### src/rtl/axi_addr_decoder_pkg.sv
// Shared AXI4-Lite types for the 1-to-2 address decoder: response codes,
// default address map, target and FSM state encodings, and the decode function.
package axi_lite_if;

    localparam logic [1:0] RESP_OKAY   = 2'b00;
    localparam logic [1:0] RESP_SLVERR = 2'b10;
    localparam logic [1:0] RESP_DECERR = 2'b11;

    localparam logic [31:0] DEF_S0_BASE = 32'h8000_0000;
    localparam logic [31:0] DEF_S0_MASK = 32'hF800_0000;
    localparam logic [31:0] DEF_S1_BASE = 32'hA000_0000;
    localparam logic [31:0] DEF_S1_MASK = 32'hFFFF_0000;

    // Values double as indices into the 3-way target muxes.
    typedef enum logic [1:0] {TGT_S0 = 2'd0, TGT_S1 = 2'd1, TGT_ERR = 2'd2} tgt_t;

    typedef enum logic {RD_IDLE, RD_RESP} rd_state_t;
    typedef enum logic [1:0] {WR_IDLE, WR_DATA, WR_ADDR, WR_RESP} wr_state_t;
    typedef enum logic {DE_RD_IDLE, DE_RD_RESP} de_rd_state_t;
    typedef enum logic [1:0] {DE_WR_IDLE, DE_WR_DATA, DE_WR_ADDR, DE_WR_RESP} de_wr_state_t;

    typedef struct packed {
        rd_state_t    rd;
        wr_state_t    wr;
        de_rd_state_t de_rd;
        de_wr_state_t de_wr;
    } dbg_t;

    // S0 wins when both windows match.
    function automatic tgt_t decode_addr(
        input logic [31:0] addr,
        input logic [31:0] s0_base = DEF_S0_BASE,
        input logic [31:0] s0_mask = DEF_S0_MASK,
        input logic [31:0] s1_base = DEF_S1_BASE,
        input logic [31:0] s1_mask = DEF_S1_MASK
    );
        if ((addr & s0_mask) == s0_base) return TGT_S0;
        if ((addr & s1_mask) == s1_base) return TGT_S1;
        return TGT_ERR;
    endfunction

endpackage

### src/rtl/axi_if.sv
// AXI4-Lite bundle with master/slave views.
// Handshake: a transfer happens on a posedge where valid and ready are both 1;
// valid never waits for ready, and payload is stable while valid is high.
interface axi_if;
    logic [31:0] araddr;
    logic        arvalid;
    logic        arready;
    logic [31:0] rdata;
    logic [1:0]  rresp;
    logic        rvalid;
    logic        rready;
    logic [31:0] awaddr;
    logic        awvalid;
    logic        awready;
    logic [31:0] wdata;
    logic [3:0]  wmask;
    logic        wvalid;
    logic        wready;
    logic [1:0]  bresp;
    logic        bvalid;
    logic        bready;

    modport master (
        output araddr, arvalid, rready, awaddr, awvalid, wdata, wmask, wvalid, bready,
        input  arready, rdata, rresp, rvalid, awready, wready, bresp, bvalid
    );
    modport slave (
        input  araddr, arvalid, rready, awaddr, awvalid, wdata, wmask, wvalid, bready,
        output arready, rdata, rresp, rvalid, awready, wready, bresp, bvalid
    );
endinterface

### src/rtl/axi_addr_decoder_decerr.sv
// Internal error responder: accepts any request it is offered and answers
// one transaction per direction with DECERR and zero read data.
module axi_decerr_slave
    import axi_lite_if::*;
(
    input  logic         clk_i,
    input  logic         rst_ni,
    input  logic         arvalid_i,
    output logic         arready_o,
    output logic         rvalid_o,
    input  logic         rready_i,
    output logic [31:0]  rdata_o,
    output logic [1:0]   rresp_o,
    input  logic         awvalid_i,
    output logic         awready_o,
    input  logic         wvalid_i,
    output logic         wready_o,
    output logic         bvalid_o,
    input  logic         bready_i,
    output logic [1:0]   bresp_o,
    output de_rd_state_t rd_state_o,
    output de_wr_state_t wr_state_o
);

    de_rd_state_t rd_state_q, rd_state_d;
    de_wr_state_t wr_state_q, wr_state_d;

    always_ff @(posedge clk_i) begin
        if (!rst_ni) begin
            rd_state_q <= DE_RD_IDLE;
            wr_state_q <= DE_WR_IDLE;
        end else begin
            rd_state_q <= rd_state_d;
            wr_state_q <= wr_state_d;
        end
    end

    always_comb begin
        rd_state_d = rd_state_q;
        arready_o  = 1'b0;
        rvalid_o   = 1'b0;
        case (rd_state_q)
            DE_RD_IDLE: begin
                arready_o = 1'b1;
                if (arvalid_i) rd_state_d = DE_RD_RESP;
            end
            DE_RD_RESP: begin
                rvalid_o = 1'b1;
                if (rready_i) rd_state_d = DE_RD_IDLE;
            end
            default: rd_state_d = DE_RD_IDLE;
        endcase
    end

    always_comb begin
        wr_state_d = wr_state_q;
        awready_o  = 1'b0;
        wready_o   = 1'b0;
        bvalid_o   = 1'b0;
        case (wr_state_q)
            DE_WR_IDLE: begin
                awready_o = 1'b1;
                wready_o  = 1'b1;
                if (awvalid_i && wvalid_i) wr_state_d = DE_WR_RESP;
                else if (awvalid_i)        wr_state_d = DE_WR_DATA;
                else if (wvalid_i)         wr_state_d = DE_WR_ADDR;
            end
            DE_WR_DATA: begin
                wready_o = 1'b1;
                if (wvalid_i) wr_state_d = DE_WR_RESP;
            end
            DE_WR_ADDR: begin
                awready_o = 1'b1;
                if (awvalid_i) wr_state_d = DE_WR_RESP;
            end
            DE_WR_RESP: begin
                bvalid_o = 1'b1;
                if (bready_i) wr_state_d = DE_WR_IDLE;
            end
            default: wr_state_d = DE_WR_IDLE;
        endcase
    end

    assign rdata_o    = '0;
    assign rresp_o    = RESP_DECERR;
    assign bresp_o    = RESP_DECERR;
    assign rd_state_o = rd_state_q;
    assign wr_state_o = wr_state_q;

endmodule

### src/rtl/axi_addr_decoder.sv
// AXI4-Lite 1-to-2 address decoder: routes the upstream master to s0, s1 or
// the internal DECERR responder, with one outstanding read and one write.
module axi_addr_decoder
    import axi_lite_if::*;
#(
    parameter logic [31:0] S0_BASE = DEF_S0_BASE,
    parameter logic [31:0] S0_MASK = DEF_S0_MASK,
    parameter logic [31:0] S1_BASE = DEF_S1_BASE,
    parameter logic [31:0] S1_MASK = DEF_S1_MASK
) (
    input  logic  clk,
    input  logic  reset,
    axi_if.slave  m,
    axi_if.master s0,
    axi_if.master s1,
    output dbg_t  dbg_o
);

    rd_state_t rd_state_q, rd_state_d;
    wr_state_t wr_state_q, wr_state_d;
    tgt_t      rd_sel_q, rd_sel_d, wr_sel_q, wr_sel_d;
    tgt_t      rd_tgt, wr_tgt;

    // Per-target vectors, index = tgt_t (s0, s1, error responder).
    logic [2:0]  arvalid_v, arready_v, rvalid_v, rready_v;
    logic [2:0]  awvalid_v, awready_v, w_fwd_v, wready_v, bvalid_v, bready_v;
    logic [31:0] rdata_a [3];
    logic [1:0]  rresp_a [3];
    logic [1:0]  bresp_a [3];

    logic        m_arready, m_rvalid, m_awready, m_wready, m_bvalid;
    logic [31:0] m_rdata;
    logic [1:0]  m_rresp, m_bresp;
    logic        aw_hs, w_hs;

    de_rd_state_t de_rd_state;
    de_wr_state_t de_wr_state;
    logic         de_arready, de_rvalid, de_awready, de_wready, de_bvalid;
    logic [31:0]  de_rdata;
    logic [1:0]   de_rresp, de_bresp;

    always_ff @(posedge clk) begin
        if (!reset) begin
            rd_state_q <= RD_IDLE;
            wr_state_q <= WR_IDLE;
            rd_sel_q   <= TGT_ERR;
            wr_sel_q   <= TGT_ERR;
        end else begin
            rd_state_q <= rd_state_d;
            wr_state_q <= wr_state_d;
            rd_sel_q   <= rd_sel_d;
            wr_sel_q   <= wr_sel_d;
        end
    end

    assign rd_tgt = decode_addr(m.araddr, S0_BASE, S0_MASK, S1_BASE, S1_MASK);
    assign wr_tgt = decode_addr(m.awaddr, S0_BASE, S0_MASK, S1_BASE, S1_MASK);

    // Everything stays at zero while reset is held, so no stray handshakes.
    always_comb begin
        rd_state_d = rd_state_q;
        rd_sel_d   = rd_sel_q;
        arvalid_v  = '0;
        rready_v   = '0;
        m_arready  = 1'b0;
        m_rvalid   = 1'b0;
        m_rdata    = '0;
        m_rresp    = '0;
        if (reset) begin
            case (rd_state_q)
                RD_IDLE: begin
                    arvalid_v[rd_tgt] = m.arvalid;
                    m_arready         = arready_v[rd_tgt];
                    if (m.arvalid && m_arready) begin
                        rd_sel_d   = rd_tgt;
                        rd_state_d = RD_RESP;
                    end
                end
                RD_RESP: begin
                    m_rvalid            = rvalid_v[rd_sel_q];
                    m_rdata             = rdata_a[rd_sel_q];
                    m_rresp             = rresp_a[rd_sel_q];
                    rready_v[rd_sel_q]  = m.rready;
                    if (m_rvalid && m.rready) rd_state_d = RD_IDLE;
                end
                default: rd_state_d = RD_IDLE;
            endcase
        end
    end

    always_comb begin
        wr_state_d = wr_state_q;
        wr_sel_d   = wr_sel_q;
        awvalid_v  = '0;
        w_fwd_v    = '0;
        bready_v   = '0;
        m_awready  = 1'b0;
        m_wready   = 1'b0;
        m_bvalid   = 1'b0;
        m_bresp    = '0;
        aw_hs      = 1'b0;
        w_hs       = 1'b0;
        if (reset) begin
            case (wr_state_q)
                WR_IDLE: begin
                    awvalid_v[wr_tgt] = m.awvalid;
                    m_awready         = awready_v[wr_tgt];
                    // W is held off until AW shows where it is going.
                    if (m.awvalid) begin
                        w_fwd_v[wr_tgt] = 1'b1;
                        m_wready        = wready_v[wr_tgt];
                    end
                    aw_hs = m.awvalid && m_awready;
                    w_hs  = m.wvalid && m_wready;
                    if (aw_hs || w_hs) wr_sel_d = wr_tgt;
                    if (aw_hs && w_hs) wr_state_d = WR_RESP;
                    else if (aw_hs)    wr_state_d = WR_DATA;
                    else if (w_hs)     wr_state_d = WR_ADDR;
                end
                WR_DATA: begin
                    w_fwd_v[wr_sel_q] = 1'b1;
                    m_wready          = wready_v[wr_sel_q];
                    if (m.wvalid && m_wready) wr_state_d = WR_RESP;
                end
                WR_ADDR: begin
                    awvalid_v[wr_sel_q] = m.awvalid;
                    m_awready           = awready_v[wr_sel_q];
                    if (m.awvalid && m_awready) wr_state_d = WR_RESP;
                end
                WR_RESP: begin
                    m_bvalid           = bvalid_v[wr_sel_q];
                    m_bresp            = bresp_a[wr_sel_q];
                    bready_v[wr_sel_q] = m.bready;
                    if (m_bvalid && m.bready) wr_state_d = WR_IDLE;
                end
                default: wr_state_d = WR_IDLE;
            endcase
        end
    end

    axi_decerr_slave u_decerr (
        .clk_i      (clk),
        .rst_ni     (reset),
        .arvalid_i  (arvalid_v[TGT_ERR]),
        .arready_o  (de_arready),
        .rvalid_o   (de_rvalid),
        .rready_i   (rready_v[TGT_ERR]),
        .rdata_o    (de_rdata),
        .rresp_o    (de_rresp),
        .awvalid_i  (awvalid_v[TGT_ERR]),
        .awready_o  (de_awready),
        .wvalid_i   (w_fwd_v[TGT_ERR] & m.wvalid),
        .wready_o   (de_wready),
        .bvalid_o   (de_bvalid),
        .bready_i   (bready_v[TGT_ERR]),
        .bresp_o    (de_bresp),
        .rd_state_o (de_rd_state),
        .wr_state_o (de_wr_state)
    );

    assign arready_v  = {de_arready, s1.arready, s0.arready};
    assign rvalid_v   = {de_rvalid, s1.rvalid, s0.rvalid};
    assign awready_v  = {de_awready, s1.awready, s0.awready};
    assign wready_v   = {de_wready, s1.wready, s0.wready};
    assign bvalid_v   = {de_bvalid, s1.bvalid, s0.bvalid};
    assign rdata_a[0] = s0.rdata;
    assign rdata_a[1] = s1.rdata;
    assign rdata_a[2] = de_rdata;
    assign rresp_a[0] = s0.rresp;
    assign rresp_a[1] = s1.rresp;
    assign rresp_a[2] = de_rresp;
    assign bresp_a[0] = s0.bresp;
    assign bresp_a[1] = s1.bresp;
    assign bresp_a[2] = de_bresp;

    assign s0.araddr  = m.araddr;
    assign s1.araddr  = m.araddr;
    assign s0.arvalid = arvalid_v[0];
    assign s1.arvalid = arvalid_v[1];
    assign s0.rready  = rready_v[0];
    assign s1.rready  = rready_v[1];
    assign s0.awaddr  = m.awaddr;
    assign s1.awaddr  = m.awaddr;
    assign s0.awvalid = awvalid_v[0];
    assign s1.awvalid = awvalid_v[1];
    assign s0.wvalid  = w_fwd_v[0] & m.wvalid;
    assign s1.wvalid  = w_fwd_v[1] & m.wvalid;
    assign s0.wdata   = w_fwd_v[0] ? m.wdata : '0;
    assign s1.wdata   = w_fwd_v[1] ? m.wdata : '0;
    assign s0.wmask   = w_fwd_v[0] ? m.wmask : '0;
    assign s1.wmask   = w_fwd_v[1] ? m.wmask : '0;
    assign s0.bready  = bready_v[0];
    assign s1.bready  = bready_v[1];

    assign m.arready  = m_arready;
    assign m.rvalid   = m_rvalid;
    assign m.rdata    = m_rdata;
    assign m.rresp    = m_rresp;
    assign m.awready  = m_awready;
    assign m.wready   = m_wready;
    assign m.bvalid   = m_bvalid;
    assign m.bresp    = m_bresp;

    assign dbg_o = '{rd: rd_state_q, wr: wr_state_q, de_rd: de_rd_state, de_wr: de_wr_state};

endmodule

### src/flat_wrapper.sv
// flat-port wrapper written by rule: the top's interface ports become plain ports
module axi_addr_decoder_flat import axi_lite_if::*;
#(
    parameter logic [31:0] S0_BASE = DEF_S0_BASE,
    parameter logic [31:0] S0_MASK = DEF_S0_MASK,
    parameter logic [31:0] S1_BASE = DEF_S1_BASE,
    parameter logic [31:0] S1_MASK = DEF_S1_MASK
)
  (clk, reset, dbg_o, m_araddr, m_arvalid, m_rready, m_awaddr, m_awvalid, m_wdata, m_wmask, m_wvalid, m_bready, m_arready, m_rdata, m_rresp, m_rvalid, m_awready, m_wready, m_bresp, m_bvalid, s0_araddr, s0_arvalid, s0_rready, s0_awaddr, s0_awvalid, s0_wdata, s0_wmask, s0_wvalid, s0_bready, s0_arready, s0_rdata, s0_rresp, s0_rvalid, s0_awready, s0_wready, s0_bresp, s0_bvalid, s1_araddr, s1_arvalid, s1_rready, s1_awaddr, s1_awvalid, s1_wdata, s1_wmask, s1_wvalid, s1_bready, s1_arready, s1_rdata, s1_rresp, s1_rvalid, s1_awready, s1_wready, s1_bresp, s1_bvalid);
  axi_if m_i ();
  axi_if s0_i ();
  axi_if s1_i ();
  input  logic clk;
  input  logic reset;
  output dbg_t dbg_o;
  input wire logic [$bits(m_i.araddr)-1:0] m_araddr;
  input wire logic [$bits(m_i.arvalid)-1:0] m_arvalid;
  input wire logic [$bits(m_i.rready)-1:0] m_rready;
  input wire logic [$bits(m_i.awaddr)-1:0] m_awaddr;
  input wire logic [$bits(m_i.awvalid)-1:0] m_awvalid;
  input wire logic [$bits(m_i.wdata)-1:0] m_wdata;
  input wire logic [$bits(m_i.wmask)-1:0] m_wmask;
  input wire logic [$bits(m_i.wvalid)-1:0] m_wvalid;
  input wire logic [$bits(m_i.bready)-1:0] m_bready;
  output wire logic [$bits(m_i.arready)-1:0] m_arready;
  output wire logic [$bits(m_i.rdata)-1:0] m_rdata;
  output wire logic [$bits(m_i.rresp)-1:0] m_rresp;
  output wire logic [$bits(m_i.rvalid)-1:0] m_rvalid;
  output wire logic [$bits(m_i.awready)-1:0] m_awready;
  output wire logic [$bits(m_i.wready)-1:0] m_wready;
  output wire logic [$bits(m_i.bresp)-1:0] m_bresp;
  output wire logic [$bits(m_i.bvalid)-1:0] m_bvalid;
  output wire logic [$bits(s0_i.araddr)-1:0] s0_araddr;
  output wire logic [$bits(s0_i.arvalid)-1:0] s0_arvalid;
  output wire logic [$bits(s0_i.rready)-1:0] s0_rready;
  output wire logic [$bits(s0_i.awaddr)-1:0] s0_awaddr;
  output wire logic [$bits(s0_i.awvalid)-1:0] s0_awvalid;
  output wire logic [$bits(s0_i.wdata)-1:0] s0_wdata;
  output wire logic [$bits(s0_i.wmask)-1:0] s0_wmask;
  output wire logic [$bits(s0_i.wvalid)-1:0] s0_wvalid;
  output wire logic [$bits(s0_i.bready)-1:0] s0_bready;
  input wire logic [$bits(s0_i.arready)-1:0] s0_arready;
  input wire logic [$bits(s0_i.rdata)-1:0] s0_rdata;
  input wire logic [$bits(s0_i.rresp)-1:0] s0_rresp;
  input wire logic [$bits(s0_i.rvalid)-1:0] s0_rvalid;
  input wire logic [$bits(s0_i.awready)-1:0] s0_awready;
  input wire logic [$bits(s0_i.wready)-1:0] s0_wready;
  input wire logic [$bits(s0_i.bresp)-1:0] s0_bresp;
  input wire logic [$bits(s0_i.bvalid)-1:0] s0_bvalid;
  output wire logic [$bits(s1_i.araddr)-1:0] s1_araddr;
  output wire logic [$bits(s1_i.arvalid)-1:0] s1_arvalid;
  output wire logic [$bits(s1_i.rready)-1:0] s1_rready;
  output wire logic [$bits(s1_i.awaddr)-1:0] s1_awaddr;
  output wire logic [$bits(s1_i.awvalid)-1:0] s1_awvalid;
  output wire logic [$bits(s1_i.wdata)-1:0] s1_wdata;
  output wire logic [$bits(s1_i.wmask)-1:0] s1_wmask;
  output wire logic [$bits(s1_i.wvalid)-1:0] s1_wvalid;
  output wire logic [$bits(s1_i.bready)-1:0] s1_bready;
  input wire logic [$bits(s1_i.arready)-1:0] s1_arready;
  input wire logic [$bits(s1_i.rdata)-1:0] s1_rdata;
  input wire logic [$bits(s1_i.rresp)-1:0] s1_rresp;
  input wire logic [$bits(s1_i.rvalid)-1:0] s1_rvalid;
  input wire logic [$bits(s1_i.awready)-1:0] s1_awready;
  input wire logic [$bits(s1_i.wready)-1:0] s1_wready;
  input wire logic [$bits(s1_i.bresp)-1:0] s1_bresp;
  input wire logic [$bits(s1_i.bvalid)-1:0] s1_bvalid;
  assign m_i.araddr = m_araddr;
  assign m_i.arvalid = m_arvalid;
  assign m_i.rready = m_rready;
  assign m_i.awaddr = m_awaddr;
  assign m_i.awvalid = m_awvalid;
  assign m_i.wdata = m_wdata;
  assign m_i.wmask = m_wmask;
  assign m_i.wvalid = m_wvalid;
  assign m_i.bready = m_bready;
  assign m_arready = m_i.arready;
  assign m_rdata = m_i.rdata;
  assign m_rresp = m_i.rresp;
  assign m_rvalid = m_i.rvalid;
  assign m_awready = m_i.awready;
  assign m_wready = m_i.wready;
  assign m_bresp = m_i.bresp;
  assign m_bvalid = m_i.bvalid;
  assign s0_araddr = s0_i.araddr;
  assign s0_arvalid = s0_i.arvalid;
  assign s0_rready = s0_i.rready;
  assign s0_awaddr = s0_i.awaddr;
  assign s0_awvalid = s0_i.awvalid;
  assign s0_wdata = s0_i.wdata;
  assign s0_wmask = s0_i.wmask;
  assign s0_wvalid = s0_i.wvalid;
  assign s0_bready = s0_i.bready;
  assign s0_i.arready = s0_arready;
  assign s0_i.rdata = s0_rdata;
  assign s0_i.rresp = s0_rresp;
  assign s0_i.rvalid = s0_rvalid;
  assign s0_i.awready = s0_awready;
  assign s0_i.wready = s0_wready;
  assign s0_i.bresp = s0_bresp;
  assign s0_i.bvalid = s0_bvalid;
  assign s1_araddr = s1_i.araddr;
  assign s1_arvalid = s1_i.arvalid;
  assign s1_rready = s1_i.rready;
  assign s1_awaddr = s1_i.awaddr;
  assign s1_awvalid = s1_i.awvalid;
  assign s1_wdata = s1_i.wdata;
  assign s1_wmask = s1_i.wmask;
  assign s1_wvalid = s1_i.wvalid;
  assign s1_bready = s1_i.bready;
  assign s1_i.arready = s1_arready;
  assign s1_i.rdata = s1_rdata;
  assign s1_i.rresp = s1_rresp;
  assign s1_i.rvalid = s1_rvalid;
  assign s1_i.awready = s1_awready;
  assign s1_i.wready = s1_wready;
  assign s1_i.bresp = s1_bresp;
  assign s1_i.bvalid = s1_bvalid;
  axi_addr_decoder #(.S0_BASE(S0_BASE), .S0_MASK(S0_MASK), .S1_BASE(S1_BASE), .S1_MASK(S1_MASK)) u_core (.clk(clk), .reset(reset), .m(m_i), .s0(s0_i), .s1(s1_i), .dbg_o(dbg_o));
endmodule
### config.mk
export PLATFORM = sky130hd
export DESIGN_NAME = axi_addr_decoder_flat
export DESIGN_NICKNAME = d
export VERILOG_FILES = /design/src/rtl/axi_addr_decoder_pkg.sv /design/src/rtl/axi_if.sv /design/src/rtl/axi_addr_decoder_decerr.sv /design/src/rtl/axi_addr_decoder.sv /design/src/flat_wrapper.sv
export SDC_FILE = /design/constraint.sdc
export NUM_CORES = 1
export LEC_CHECK = 0
export ABC_AREA = 1
export ABC_CLOCK_PERIOD_IN_PS = 2600
export BUFFER_PORTS_ARGS = -buffer_cell sky130_fd_sc_hd__buf_2
export CORE_AREA = 2 2 175 177
export DETAILED_ROUTE_END_ITERATION = 10
export DIE_AREA = 0 0 177 179
export GPL_ROUTABILITY_DRIVEN = 0
export PLACE_DENSITY_LB_ADDON = 0.15
export REMOVE_ABC_BUFFERS = 1
export SETUP_SLACK_MARGIN = 0.2
export SLEW_MARGIN = 20
export SYNTH_ARGS = -nofsm -noshare
export SYNTH_HDL_FRONTEND = slang
export SYNTH_SLANG_ARGS = --single-unit
### constraint.sdc
create_clock -name clk -period 2.6 [get_ports clk]
set_input_delay 0.52 -clock clk [delete_from_list [all_inputs] [get_ports clk]]
set_output_delay 0.52 -clock clk [all_outputs]
set_load 0.02 [all_outputs]
Yosys cells after proc, flatten, opt, wreduce, memory -nomap -nowiden
Cells that the tools add are included.

word-level totals
  bits in registers = 10
  input port bits = 189
  output and inout bits = 257
  logic and storage cells = 172

operators by class
  order comparisons = 10
  equality and inequality tests = 18
  multiplexer cells = 104
  bitwise gates (word level) = 12
  reduce and logical (&&, ||, !) cells = 22

operator list
  cell                                                               count
  2-to-1 mux 32 bit                                                  6
  binary-select mux 32 bit (select 2 bit)                            1
  2-to-1 mux 2 bit                                                   28
  2-to-1 mux 1 bit                                                   37
  == test 16 bit, second input constant                              2
  2-to-1 mux 3 bit                                                   9
  case mux 2 bit (4 select lines)                                    2
  AND 3 bit                                                          5
  binary-select mux 1 bit (select 2 bit)                             7
  logical AND 1 bit                                                  13
  less-than comparator 2 x 3 -> 1 bit, second input constant         4
  case mux 3 bit (2 select lines)                                    2
  == test 5 bit, second input constant                               2
  inequality test 2 x 1 -> 1 bit, second input constant              5
  binary-select mux 2 bit (select 2 bit)                             2
  demux 1 bit (select 2 bit)                                         4
  == test 2 bit, second input constant                               4
  greater-or-equal comparator 2 x 1 -> 1 bit, second input constant  4
  2-to-1 mux 4 bit                                                   2
  case mux 1 bit (2 select lines)                                    4
  AND reduction 4 bit                                                2
  greater-or-equal comparator 3 bit, second input constant           2
  inverter 2 -> 3 bit                                                2
  == test 2 x 1 -> 1 bit, second input constant                      2
  other kinds (9)                                                    15

Depth between registers and ports, before layout
Gate-level depths: netlist (run 1).

  word-level depth = 17
  depth in mapped cells = 14
  depth with buffers taken out = 14

By module
Synthesis (run 1) repeated with hierarchy kept, for this count alone.

second synthesis, totals
  cells, all modules = 766
  area, all modules = 4041.4 um^2

modules (own cells, without submodules)
  module            instances  cells an instance  area an instance (um^2)  seq. area each (um^2)
  axi_addr_decoder  1          684                3482.1                   140.1
  axi_decerr_slave  1          82                 559.3                    60.1

Worst setup path after synthesis (run 1)
OpenSTA, ideal clock, no wires.

  kind = flip-flop to output port
  start point = reg u_core.wr_state_q[0]
  end point = out s1_wdata[10]
  arrival = 1.712 ns
  path slack = 0.368 ns
  stages on the path, launching flop included = 10
  buffers on the path = 2
  cells stage by stage = dfxtp_1 > inv_1 > ha_1 > clkbuf_8 > nand2_1 > inv_1 > a32o_1 > nand2_2 > buf_4 > nor2_1

between the ends
  longest elaborated chain between the ends = 4
  elaborated cells on any way between the ends = 5
  classes of those cells = eq/ne (1); mux (3); reduce/logical (1)

ends and longest elaborated chain
  what                                                                line                     text
  from (decl)                                                         axi_addr_decoder.sv:20   wr_state_t wr_state_q, wr_state_d;
  from (signal assigned)                                              axi_addr_decoder.sv:50   wr_state_q <= wr_state_d;
  == test 2 x 1 -> 1 bit / logical NOT 2 bit (equally long branches)  axi_addr_decoder.sv:104  case (wr_state_q)
  case mux 3 bit (2 select lines) (*)                                 axi_addr_decoder.sv:104
  2-to-1 mux 3 bit (*)                                                axi_addr_decoder.sv:103  if (reset) begin
  2-to-1 mux 32 bit (*)                                               axi_addr_decoder.sv:189  assign s1.wdata = w_fwd_v[1] ? m.wdata : '0;
  to (decl)                                                           flat_wrapper.sv:55       output wire logic [$bits(s1_i.wdata)-1:0] s1_wdata;

Every way passes the cells marked *; elsewhere a longest branch is shown, timed or not.

Worst setup path after layout (run 1)
  start point = in m_awaddr[29]
  end point = out s1_wdata[24]

between the ends
  longest elaborated chain between the ends = 13
  elaborated cells on any way between the ends = 17
  classes of those cells = order compare (2); eq/ne (2); mux (12); reduce/logical (1)

ends and longest elaborated chain
  what                                                                                                                            line                        text
  from (decl)                                                                                                                     flat_wrapper.sv:19          input wire logic [$bits(m_i.awaddr)-1:0] m_awaddr;
  == test 16 bit                                                                                                                  axi_addr_decoder_pkg.sv:38  if ((addr & s1_mask) == s1_base) return TGT_S1;
  2-to-1 mux 1 bit (2 in a row)                                                                                                   axi_addr_decoder_pkg.sv:38
  2-to-1 mux 2 bit                                                                                                                axi_addr_decoder_pkg.sv:39  return TGT_ERR;
  2-to-1 mux 2 bit (*)                                                                                                            axi_addr_decoder_pkg.sv:38
  less-than comparator 2 x 3 -> 1 bit (not written as such) / greater-or-equal comparator 2 x 1 -> 1 bit (equally long branches)  axi_addr_decoder.sv:110     w_fwd_v[wr_tgt] = 1'b1;
  logical AND 1 bit (not written as such)                                                                                         axi_addr_decoder.sv:110
  2-to-1 mux 1 bit (not written as such)                                                                                          axi_addr_decoder.sv:110
  demux 1 bit (select 2 bit) (*)                                                                                                  --
  2-to-1 mux 3 bit (*)                                                                                                            axi_addr_decoder.sv:109     if (m.awvalid) begin
  case mux 3 bit (2 select lines) (*)                                                                                             axi_addr_decoder.sv:104
  2-to-1 mux 3 bit (*)                                                                                                            axi_addr_decoder.sv:103
  2-to-1 mux 32 bit (*)                                                                                                           axi_addr_decoder.sv:189

Every way passes the cells marked *; elsewhere a longest branch is shown, timed or not. The select of a mux whose other input is x is not followed.

==> results.md, run 1 <==
- Run status: finished, final reports clean
- Fraction of the cycle the final worst path needs: 89.4%
- Core region area: 0.0300 mm^2
- Number of distinct library cells after synthesis: 35
- Number of H-tree levels: 1
- Share of flip-flops with an asynchronous set or reset after synthesis: 0%
- Top-Level Pins: 446
- Multiplexer fraction of the synthesized cell area: 0%
- Net switching power of the design: 997 uW
- Gate power share: 70.6%
- Number of buffers inserted by port buffering: 349
- Max-cap viol count: 0
- Total instance count after detailed placement: 1190
- Final critical path time including I/O delays and setup: 2330 ps
- WL/cell: 14.8 um
- Final HPWL from detailed placement: 15100 um
- Synth warnings: 0
- Hold Violations, Final: 0
- Overall routed net length: 17800 um
- Number of violations reported at the end of detailed-routing iteration 0: 106
- Seq/Total Area, Yosys: 6.15%
- Post-Synth Adder-Cell Area: 3.07%
- Worst hold slack: 547 ps
- Starting density of the core: 10.8%
- Non-filler cells, final: 1201
- Pwr Density: 374 mW/mm^2
- Normalized max-slew margin: 68.2%
- Switching part of the total power: 50.9%
- Part of the total power dissipated in sequential elements: 12.6%
- Achievable clock frequency: 0.430 GHz
- Combinational family with the most area after synthesis: buffers and inverters
- Total Die Area: 0.0317 mm^2
- Type of the setup path with the least slack: input pin to primary output
- Max IR drop VDD: 0.150 mV
- Via total after detailed routing: 4369
- Combined area of the multi-input logic cells: 0.00197 mm^2
- Cell count after synthesis: 572
- Required time reported for the critical path endpoint: 2080 ps
- ANT nets after route: 0
- N_diodes: 0
- Area Growth Syn to Fin: 61.0%
- Post-CTS Hold Buffers: 0
- Crit path launch type: input pin
- Total count of max-transition violations in the final report: 0
- Total CTS buffers: 3
- Total routing resource utilization after global routing: 10.2%
- Xor and xnor area share after synthesis: 0%
- Leftover overflow at the end of global routing: 0
- Post-detailed-route DRC marker count: 0
- Global-route wire length before repair: 23600 um
- First-pass iteration count of the detailed router: 4
- Fraction of layout instances using a drive strength above 1: 57.6%
- Sum of negative setup slack: 0 ps
- Leading cell type in the layout, fill and taps excluded: sky130_fd_sc_hd__buf_2
- Arrival time of the worst setup path: 1810 ps
- Simple-gate share of the synthesized area: 35.1%
- Actual transition at the worst max-transition pin: 477 ps
- Reg clk slew, reported paths: 50 ps
- Top flip-flop cell by instance count after synthesis: sky130_fd_sc_hd__dfxtp_1
- Number of fill cells: 3546
- Final Skew: 0.722 ps
- Number of setup violations in the final report: 0
- Number of synthesized flops with an enable pin: 0
- Synthesized-area fraction occupied by ao, oa, aoi and oai cells: 13.9%
- Clock tree from TritonCTS: yes
- Antenna violations before repair: 1
- Clock latency on the worst-skew pair: 250 ps
- Count of standard-cell rows: 64
- CTS root buf: sky130_fd_sc_hd__clkbuf_16
- Routed via count divided by cell count: 3.64
- Number of buffers on the longest clock path: 2
- Clock network power share: 16.8%
- Unrepaired setup endpoints after global routing: yes
- Sequential cell area: 203 um^2
- Number of clock sinks: 10
- Avg Synthesized Cell Area: 5.69 um^2
- Static Leakage: 2.92 nW
- Post-route total power: 1.96 mW
- Largest net degree at the start of global routing: 38
- Register bit total from synthesis: 10
- Die Y-Extent: 179 um
- Worst-path maximum fanout: 6
- Total standard cell area after synthesis: 0.00326 mm^2
- Internal Dissipation: 963 uW
- Endpoint kind of the worst setup timing path: primary output
- Most used cells in the layout excluding fill and tap cells: sky130_fd_sc_hd__buf_2, sky130_fd_sc_hd__nor2_1, sky130_fd_sc_hd__inv_1, sky130_fd_sc_hd__nand2_1, sky130_fd_sc_hd__buf_4
- Number of global-route vias before repair: 4026
- Layout net count: 1003
- Path type of the worst min-delay path: register to register
- Horiz. Die Dim: 177 um
[registers in the layout, summed over array words and instances (netlist names)]
signal	flops
u_core.rd_sel_q	2
u_core.rd_state_q	1
u_core.wr_sel_q	2
u_core.u_decerr.wr_state_o	2
u_core.wr_state_q	2
u_core.u_decerr.rd_state_o	1
[cell usage after synthesis, types with 5 or more instances]
cell type | n | area [um^2]
sky130_fd_sc_hd__buf_4 | 134 | 1010
sky130_fd_sc_hd__dfxtp_1 | 10 | 200
sky130_fd_sc_hd__ha_1 | 8 | 100
sky130_fd_sc_hd__nor2_1 | 158 | 593
sky130_fd_sc_hd__inv_2 | 5 | 18.8
sky130_fd_sc_hd__nand2_1 | 62 | 233
sky130_fd_sc_hd__o21ai_0 | 6 | 30.0
sky130_fd_sc_hd__clkbuf_1 | 5 | 18.8
sky130_fd_sc_hd__nand3_1 | 20 | 100
sky130_fd_sc_hd__nand2_2 | 7 | 43.8
sky130_fd_sc_hd__inv_1 | 67 | 251
sky130_fd_sc_hd__buf_2 | 8 | 40.0
sky130_fd_sc_hd__a22oi_1 | 33 | 248
sky130_fd_sc_hd__a21oi_1 | 11 | 55.1
[metal layers]
| layer | track usage, % | wire length (um) | up-vias |
|---|---|---|---|
| met5 | 4.81 | 176 | - |
| met4 | 2.72 | 378 | 6 |
| met3 | 6.96 | 2960 | 25 |
| met2 | 16.1 | 7530 | 331 |
| met1 | 10.7 | 6740 | 1880 |
| li1 | - | - | 2127 |
[critical path, stage by stage]
cell	delay (ps)
sky130_fd_sc_hd__buf_6	70
sky130_fd_sc_hd__inv_2	40
sky130_fd_sc_hd__nor2_4	110
sky130_fd_sc_hd__nand2_2	70
sky130_fd_sc_hd__nor2_4	110
sky130_fd_sc_hd__a32o_2	320
sky130_fd_sc_hd__nand2_8	140
sky130_fd_sc_hd__buf_6	180
sky130_fd_sc_hd__nor2_2	90
sky130_fd_sc_hd__buf_4	150
[power groups by stage]
stage / registers, mW / clock network [mW] / logic, mW
finish: 0.248 / 0.329 / 1.38
CTS: 0.247 / 0.350 / 1.35
detailed placement: 0.248 / 0 / 1.32
global route: 0.257 / 0.354 / 1.55
global placement: 0.249 / 0 / 1.34
floorplan: 0.274 / 0 / 0.687
[repair_timing]
item	4_1_cts	5_1_grt
setup buffers	1	5
pin swaps	2	9
gates resized for setup	31	121
endpoints found under the setup margin	34	76
gates cloned	1	0
[area by class of cell]
cell class,count,area share [%]
Tap cell,396,9.45
Multi-Input combinational cell,342,37.5
Clock buffer,4,1.69
Sequential cell,10,3.87
Timing Repair Buffer,377,42.4
Inverter,72,5.15
[stage by stage]
stage                     utilization (%)  cell area [um^2]  setup slack, ps
after floorplan                         -              2170             64.8
after global placement               15.4              4630             64.2
after detailed placement             15.4              4630             92.1
after CTS                            16.1              4830              200
after global routing                 17.5              5240              148
final                                17.5              5240              275
[final timing paths]
check | from | endpoint | slack (ps) | cells after the start
worst min-delay path | u_core.wr_sel_q[1] | u_core.wr_sel_q[1] | 550 | 2
worst max-delay path | m_awaddr[29] | s1_wdata[24] | 270 | 10
worst max register to register | u_core.wr_state_q[1] | u_core.u_decerr.wr_state_o[0] | 820 | 11
worst min register to register | u_core.wr_sel_q[1] | u_core.wr_sel_q[1] | 550 | 2
[cell families after synthesis]
logic type | count (synthesis)
and+or+nand+nor | 267
DFF | 10
buffers and inverters | 221
AOI/OAI and AO/OA | 66
adders and majority gates | 8
Power figures use the tool's default switching activity.
==> run 2, diff against run 1 <==
RECOVER_POWER = 25   (was default)
==> run 2 against run 1 <==
Clock-buffer cell count stayed put. Sequential cell count stayed put. Non-clock buffer count stayed put. Global-route usage stayed put. Core utilization hardly changed. Worst setup slack worse by 0.50 ps. Power hardly changed. Register-to-register slack hardly changed. Via count hardly changed. Critical path depth stayed put. Sequential share of layout area hardly changed.
==> results.md, run 2 (synthesis gave the netlist of run 1 again) <==
- Layout net count: 1003
- Final Skew: 0.722 ps
- Clock latency on the worst-skew pair: 250 ps
- Max IR drop VDD: 0.150 mV
- Static Leakage: 2.92 nW
- Number of buffers on the longest clock path: 2
- Starting density of the core: 10.8%
- Routed via count divided by cell count: 3.64
- Run status: finished, final reports clean
- CP Buf/Inv Count: 4
- Combined area of the multi-input logic cells: 0.00197 mm^2
- WL/cell: 14.8 um
- Normalized max-slew margin: 68.2%
- Total CTS buffers: 3
- Fraction of layout instances using a drive strength above 1: 57.4%
- Number of global-route vias before repair: 4026
- Clock network power share: 16.8%
- Total Die Area: 0.0317 mm^2
- Worst slack at placement: 92.1 ps
- Overall routed net length: 17800 um
- Core region area: 0.0300 mm^2
- Sequential cell area: 203 um^2
- Flop2flop setup slack: 820 ps
- Part of the total power dissipated in sequential elements: 12.6%
- FF-to-FF Start: u_core.wr_state_q[1]
- ANT nets after route: 0
- Family with the most delay on the worst path: simple AND/OR/NAND/NOR gates
- Endpoint kind of the worst setup timing path: primary output
- Via total after detailed routing: 4370
- Total routing resource utilization after global routing: 10.2%
- Fraction of the cycle the final worst path needs: 89.5%
- Die Y-Extent: 179 um
- Total instance count after detailed placement: 1190
- CTS root buf: sky130_fd_sc_hd__clkbuf_16
- Unrepaired setup endpoints after global routing: yes
- FF-to-FF path depth: 11
- Slowest-stage cell, CP: sky130_fd_sc_hd__a32o_2
- Worst Hold Path EP: u_core.wr_sel_q[1]
- Arrival time of the worst setup path: 1810 ps
- Met2 WL post-DR: 7550 um
- Worst reg2reg path endpoint: u_core.u_decerr.wr_state_o[0]
- Global-route wire length before repair: 23600 um
- HP Start: u_core.wr_sel_q[1]
- Most used cells in the layout excluding fill and tap cells: sky130_fd_sc_hd__buf_2, sky130_fd_sc_hd__nor2_1, sky130_fd_sc_hd__inv_1, sky130_fd_sc_hd__nand2_1, sky130_fd_sc_hd__buf_4
- Logic depth of the worst setup path including buffers: 10
- Number of H-tree levels: 1
- Max-cap viol count: 0
- Metal1 wirelength: 6700 um
- Top Metal Used: met5
- Cell depth of the worst hold path: 2
- Type of the setup path with the least slack: input pin to primary output
- PnR worst setup slack: 274 ps
- Number of setup violations in the final report: 0
- Total count of max-transition violations in the final report: 0
- Leftover overflow at the end of global routing: 0
- Largest net degree at the start of global routing: 38
- Required time reported for the critical path endpoint: 2080 ps
- Number of violations reported at the end of detailed-routing iteration 0: 104
- First-pass iteration count of the detailed router: 4
- Clock tree from TritonCTS: yes
- Crit path launch type: input pin
- Achievable clock frequency: 0.430 GHz
- Gate power share: 70.6%
- Most used cell along the critical path: sky130_fd_sc_hd__nor2_4
- Number of buffers inserted by port buffering: 349
- Worst-path maximum fanout: 6
- Final HPWL from detailed placement: 15100 um
- Net switching power of the design: 998 uW
- Worst hold slack: 546 ps
- Top-Level Pins: 446
- Count of standard-cell rows: 64
- Final critical path time including I/O delays and setup: 2330 ps
- Leading cell type in the layout, fill and taps excluded: sky130_fd_sc_hd__buf_2
- Actual transition at the worst max-transition pin: 477 ps
- Horiz. Die Dim: 177 um
- Antenna violations before repair: 1
- Number of clock sinks: 10
- Switching part of the total power: 50.9%
- Pwr Density: 374 mW/mm^2
- Hold Violations, Final: 0
- Sum of negative setup slack: 0 ps
- Max incr delay on CP: 320 ps
- Total length of routed met3 wires: 3010 um
- Internal Dissipation: 963 uW
- Post-detailed-route DRC marker count: 0
- Non-filler cells, final: 1201
- Ordered cell list for the critical path: buf_6 -> inv_2 -> nor2_4 -> nand2_2 -> nor2_4 -> a32o_2 -> nand2_8 -> buf_8 -> nor2_2 -> buf_4
- Area Growth Syn to Fin: 60.9%
- Path type of the worst min-delay path: register to register
- Number of fill cells: 3548
- Reg clk slew, reported paths: 50 ps
- N_diodes: 0
## run 2: per-layer routing
metal	vias to the layer above	track usage, %
met3	21	6.96
met4	6	2.72
met1	1875	10.7
met5	-	4.81
met2	342	16.1
li1	2126	-
## run 2: worst max-delay path by stage
stage / end / from / slack [ps]
4_1_cts: s1_wdata[26] / m_awaddr[25] / 200
6_report: s1_wdata[28] / m_awaddr[29] / 270
5_1_grt: m_wready / u_core.u_decerr.wr_state_o[0] / 150
3_5_place_dp: s1_wdata[31] / m_awaddr[29] / 90
3_3_place_gp: s1_wmask[0] / m_awaddr[25] / 60
2_1_floorplan: m_rresp[0] / u_core.rd_sel_q[0] / 60
## run 2: through the flow
stage	power [mW]	utilization (%)	instance area, um^2
2_1_floorplan	0.961	-	2170
3_5_place_dp	1.57	15.4	4630
6_report	1.96	17.5	5240
3_3_place_gp	1.59	15.4	4630
5_1_grt	2.16	17.5	5240
4_1_cts	1.95	16.1	4830
## run 2: worst min-delay path, stage by stage, from the launching register on
cell	delay (ps)
sky130_fd_sc_hd__dfxtp_2	360
sky130_fd_sc_hd__nand2_1	70
sky130_fd_sc_hd__o211ai_1	70
## run 2: area by class of cell
| type | instances | area share, % |
|---|---|---|
| clock buffer | 4 | 1.69 |
| inverter | 72 | 5.16 |
| multi-input combinational | 342 | 37.5 |
| sequential | 10 | 3.87 |
| tap | 396 | 9.45 |
| timing repair buffer | 377 | 42.3 |
## run 2: power by group through the flow
stage,registers (mW),logic [mW],clock network (mW)
after floorplan,0.274,0.687,0
after global placement,0.249,1.34,0
after detailed placement,0.248,1.32,0
after CTS,0.247,1.35,0.350
after global routing,0.257,1.55,0.354
final,0.248,1.38,0.329
## run 2: what timing repair did
| action | in CTS | in global routing |
|---|---|---|
| pin swaps | 2 | 9 |
| setup endpoints to repair | 34 | 76 |
| gates cloned | 1 | 0 |
| gates resized for setup | 31 | 121 |
| hold buffers | 0 | 0 |
| setup buffers | 1 | 5 |
